`config.mk`:
```
export PLATFORM = sky130hd
export DESIGN_NAME = mdu_div
export DESIGN_NICKNAME = d
export VERILOG_FILES = /design/src/rtl/mdu_div_pkg.sv /design/src/rtl/mdu_div.sv
export SDC_FILE = /design/constraint.sdc
export NUM_CORES = 1
export LEC_CHECK = 0
export BUFFER_PORTS_ARGS = -buffer_cell sky130_fd_sc_hd__clkbuf_2
export CORE_ASPECT_RATIO = 1.25
export CORE_MARGIN = 5
export CORE_UTILIZATION = 58
export CTS_CLUSTER_DIAMETER = 30
export DETAILED_ROUTE_END_ITERATION = 8
export PLACE_DENSITY = 0.79
export SETUP_SLACK_MARGIN = 0.5
export SLEW_MARGIN = 10
export SYNTH_ARGS = -nofsm -noshare
export SYNTH_HDL_FRONTEND = slang
export SYNTH_SLANG_ARGS = --single-unit
```
`constraint.sdc`:
```
create_clock -name clk_i -period 11 [get_ports clk_i]
set_clock_uncertainty 0.1 [all_clocks]
set_input_delay 2.2 -clock clk_i [delete_from_list [all_inputs] [get_ports clk_i]]
set_output_delay 2.2 -clock clk_i [all_outputs]
set_load 0.01 [all_outputs]
```
`src/rtl/mdu_div_pkg.sv`:
```
// Shared EX-stage definitions for the multi-cycle integer divider.
package mdu_div_pkg;

    localparam int unsigned DIV_WIDTH = 32;
    localparam int unsigned DIV_CNT_W = 6;

    typedef enum logic [1:0] {
        IDLE = 2'd0,
        DBZ  = 2'd1,
        ON   = 2'd2,
        END  = 2'd3
    } div_state_e;

endpackage

```
`src/rtl/mdu_div.sv`:
```
// Radix-2 restoring divider: one quotient bit per cycle, {remainder, quotient} result
// with a one-cycle ready pulse; annul aborts without touching the held result.
module mdu_div
    import mdu_div_pkg::*;
#(
    parameter int unsigned WIDTH = DIV_WIDTH
) (
    input  logic                 clk_i,
    input  logic                 rst_n_i,
    input  logic                 signed_div_i,
    input  logic [WIDTH-1:0]     a_i,
    input  logic [WIDTH-1:0]     b_i,
    input  logic                 start_i,
    input  logic                 annul_i,
    output logic [2*WIDTH-1:0]   result_o,
    output logic                 ready_o
);

    div_state_e             state_q;
    logic [DIV_CNT_W-1:0]   cnt_q;
    logic [WIDTH-1:0]       rem_q;
    logic [WIDTH-1:0]       quo_q;
    logic [WIDTH-1:0]       b_abs_q;
    logic                   q_neg_q;
    logic                   r_neg_q;
    logic [2*WIDTH-1:0]     result_q;
    logic                   ready_q;

    logic [WIDTH:0]         shrem;
    logic                   geq;
    logic [WIDTH-1:0]       diff;
    logic [WIDTH-1:0]       rem_step;
    logic [WIDTH-1:0]       quo_step;

    function automatic logic [WIDTH-1:0] neg_if(input logic [WIDTH-1:0] x, input logic neg);
        return neg ? WIDTH'(~x + WIDTH'(1)) : x;
    endfunction

    // Magnitude of 0x80000000 is kept as the unsigned value 0x80000000.
    function automatic logic [WIDTH-1:0] abs_val(input logic [WIDTH-1:0] x, input logic sgn);
        return neg_if(x, sgn & x[WIDTH-1]);
    endfunction

    // One restoring step; the quotient shifts out its MSB into the remainder.
    always_comb begin
        shrem    = {rem_q, quo_q[WIDTH-1]};
        geq      = (shrem >= {1'b0, b_abs_q});
        diff     = shrem[WIDTH-1:0] - b_abs_q;
        rem_step = geq ? diff : shrem[WIDTH-1:0];
        quo_step = {quo_q[WIDTH-2:0], geq};
    end

    always_ff @(posedge clk_i or negedge rst_n_i) begin
        if (!rst_n_i) begin
            state_q  <= IDLE;
            cnt_q    <= '0;
            rem_q    <= '0;
            quo_q    <= '0;
            b_abs_q  <= '0;
            q_neg_q  <= 1'b0;
            r_neg_q  <= 1'b0;
            result_q <= '0;
            ready_q  <= 1'b0;
        end else begin
            case (state_q)
                IDLE: begin
                    ready_q <= 1'b0;
                    if (start_i && !annul_i) begin
                        cnt_q   <= '0;
                        rem_q   <= '0;
                        quo_q   <= abs_val(a_i, signed_div_i);
                        b_abs_q <= abs_val(b_i, signed_div_i);
                        q_neg_q <= signed_div_i & (a_i[WIDTH-1] ^ b_i[WIDTH-1]);
                        r_neg_q <= signed_div_i & a_i[WIDTH-1];
                        state_q <= (b_i == '0) ? DBZ : ON;
                    end
                end
                DBZ: begin
                    if (annul_i) begin
                        state_q <= IDLE;
                    end else begin
                        result_q <= '0;
                        ready_q  <= 1'b1;
                        state_q  <= END;
                    end
                end
                ON: begin
                    if (annul_i) begin
                        state_q <= IDLE;
                    end else begin
                        rem_q <= rem_step;
                        quo_q <= quo_step;
                        cnt_q <= cnt_q + DIV_CNT_W'(1);
                        if (cnt_q == DIV_CNT_W'(WIDTH - 1)) begin
                            result_q <= {neg_if(rem_step, r_neg_q), neg_if(quo_step, q_neg_q)};
                            ready_q  <= 1'b1;
                            state_q  <= END;
                        end
                    end
                end
                END: begin
                    ready_q <= 1'b0;
                    state_q <= IDLE;
                end
                default: begin
                    ready_q <= 1'b0;
                    state_q <= IDLE;
                end
            endcase
        end
    end

    assign result_o = result_q;
    assign ready_o  = ready_q;

endmodule

```
==> run summary <==
Run status -> completed
P&R area growth vs syn -> 11.4%
Ys async rst share -> 100%
Largest net degree at the start of global routing -> 98
Routed vias/inst -> 6.07
Iter 0 DRT Violations -> 768
Syn Nets -> 1552
# H-tree levels -> 4
Slew Limit Fails -> 0
Port Buffer Count -> 133
Worst Tran Pin Value -> 1.02 ns
GPL Wtd Cong -> 0.985
Die area -> 23300 µm²
Seq cells post-synth -> 171
Layout Utilization -> 65.3%
Global-route met3 utilization -> 3.23%
Final setup TNS -> 0 ns
CP cell instances -> ha_1, nand4_1, nor4_1, nand2_1, a21oi_1, or3_2, buf_4, inv_8, mux2i_1, ha_1, nand2_1, nor4b_1, a31oi_1, nor3_2, nand4_1, o31ai_1, xor2_1, o21ai_0
Mapped cell area -> 11800 µm²
GRT Overall Usage -> 29.3%
Setup bufs post-CTS -> 0
Clock Tree Buf Depth -> 2
DRC -> 0
Worst EP arrival -> 6.01 ns
Top delay family on crit path -> simple AND/OR/NAND/NOR gates
Hold Vio Cnt, Final -> 0
Final WL -> 33.5 mm
Initial Util -> 58.7%
Startpoint types -> register
# nets final -> 1638
Final Critical Period -> 5.81 ns
ANT nets after route -> 0
Pre-antenna DRT Iters -> 5
Root buf cell -> clkbuf_16
Clock slew at reported path FFs -> 0.07 ns
Num CTS Buffers -> 17
Worst-path fanout max -> 59
Relative slew margins -> 31.6%
CTS tree -> yes
Crit path kind -> reg -> reg
Slowest CP cell -> buf_4
Max cap viols -> 0
Initial antenna violation count -> 0
I/O pin cnt -> 134
Buffers plus inverters on the worst setup path -> 2
Worst stage delay on the critical path -> 0.56 ns
Post-Layout Inst Area -> 13100 µm²
Met1 usage -> 33.5%
Number of global-route vias before repair -> 10900
Avg WL per Cell -> 18.5 µm
CTS Sinks -> 171
ANT cells -> 0
Worst Path Required -> 11.19 ns
RSZ-0062 raised after global routing -> no
Most Crowded Layer GR -> met2
Yosys warnings -> 0
Site row count -> 58
Met2 GRT Util -> 51.7%
Synthesized area per cell -> 8.18 µm²
Worst skew pair latency -> 0.43 ns
Die Y -> 169 µm
# hold bufs at CTS -> 0
Worst hold slack -> 0.379 ns
Vias -> 11000
Die width -> 138 µm
Core ar. -> 20100 µm²
Hold crit path type -> reg -> reg
Synth cell types -> 75
Global route overflow -> 0
Setup violators final -> 0
First-pass GRT wire length -> 54.2 mm
Cts repair resizes -> 0
Worst Setup End Kind -> register
Max Freq -> 172 MHz
Most used DFF post-synth -> dfrtp_1
Proportion of layout cells with a drive suffix above 1 -> 13.0%
Post-synth EDFFs -> 0
Placed cell area -> 12500 µm²
Period utilization -> 52.8%
Final HPWL DP -> 25.0 mm
Sequential fraction of the synthesis area -> 36.3%
Synth Instances -> 1441
path summary, 6_finish.rpt:
check	start	endpoint	slack (ns)	depth (start not counted)
setup / recovery	rem_q[25]$_DFFE_PN0P_	result_o[60]$_DFFE_PN0P_	5.19	18
hold / removal	result_o[41]$_DFFE_PN0P_	result_o[41]$_DFFE_PN0P_	0.38	2
setup reg to reg	rem_q[25]$_DFFE_PN0P_	result_o[60]$_DFFE_PN0P_	5.19	18
hold reg to reg	result_o[41]$_DFFE_PN0P_	result_o[41]$_DFFE_PN0P_	0.38	2
max in group asynchronous	rst_n_i	rem_q[28]$_DFFE_PN0P_	7.56	2
min in group asynchronous	rst_n_i	b_abs_q[14]$_DFFE_PN0P_	1.75	1
cells by family after synthesis:
group	synth area share [%]
XOR/XNOR	10.5
flip-flops	36.3
multiplexers	2.49
buffers and inverters	4.96
adder cells (fa/ha/maj)	4.52
AO/OA/AOI/OAI	22.4
AND/OR/NAND/NOR	18.8
routing by layer:
layer,routed length [µm],up-vias,share of wire [%]
li1,-,5260,-
met1,12500,5209,37
met2,17400,393,52
met3,1500,123,4.5
met4,2170,0,6.5
met5,0,-,0
state kept, by name, summed over array words and instances (netlist names):
name	count
result_o	64
b_abs_q	32
quo_q	32
rem_q	32
cnt_q	6
state_q	2
q_neg_q	1
r_neg_q	1
ready_o	1
synth_stat cells, types with 3 or more instances:
cell      number  area (µm²)
mux2_2         3        33.8
nor3_1        30         150
o22ai_1       22         138
nor2b_1        5        31.3
nor4_1        18         113
a22oi_1       12        90.1
nor2_1       103         387
o41ai_1        7        61.3
nand3_1       21         105
dfrtp_1      171        4280
a21o_1         7        52.6
a31oi_1       13        81.3
or3_1         14        87.6
and4_1         3        26.3
clkbuf_1      52         195
buf_1          4        15.0
nand2_1      214         803
inv_1         63         236
o21bai_1       3        22.5
xor2_1        63         552
o21ai_1       17        85.1
or2_2          4        25.0
and2_1        12        75.1
nand4_1       12        75.1
xnor2_1       79         692
buf_4          4        30.0
o21a_1         6        45.0
or4_1         12        90.1
buf_6          3        33.8
mux2i_1       26         260
a211o_1        5        43.8
o21ai_0      168         841
nor3b_1        5        37.5
o211ai_1       6        45.0
buf_2         11        55.1
nand3b_1       4        30.0
o31ai_1       24         180
a22o_1         9        78.8
a211oi_1       6        45.0
ha_1          41         513
and3_1         3        18.8
a21oi_1      108         541
nand2b_1      10        62.6
layout make-up:
cell class | instances | area [µm²]
Sequential cell | 171 | 4280
Multi-Input combinational cell | 1131 | 6940
Tap cell | 270 | 338
Timing Repair Buffer | 142 | 739
Clock buffer | 20 | 457
Inverter | 64 | 248
Clock inverter | 12 | 129
Fill cell | 1757 | 6970
cell usage in the layout (no fill, tap or decap), types with 41 or more instances in the layout:
cell type / instances
a21oi_1: 108
clkbuf_2: 132
xor2_1: 63
xnor2_1: 79
nand2_1: 214
ha_1: 41
dfrtp_1: 171
nor2_1: 102
o21ai_0: 168
inv_1: 63
through the flow:
stage / std cells / setup slack [ns]
after global placement: 1778 / 5.53
after CTS: 1810 / 5.29
after detailed placement: 1778 / 5.43
final: 1810 / 5.19
after floorplan: 1441 / 6.05
after global routing: 1810 / 4.70
tightest hold or removal path, cell delays in order (launching register included):
cell and delay [ns]:
dfrtp_1 0.35, nand2_1 0.04, o21ai_0 0.05
Power is not shown: default switching activity piles up to over one toggle a cycle in this logic, so the estimate is an artifact.
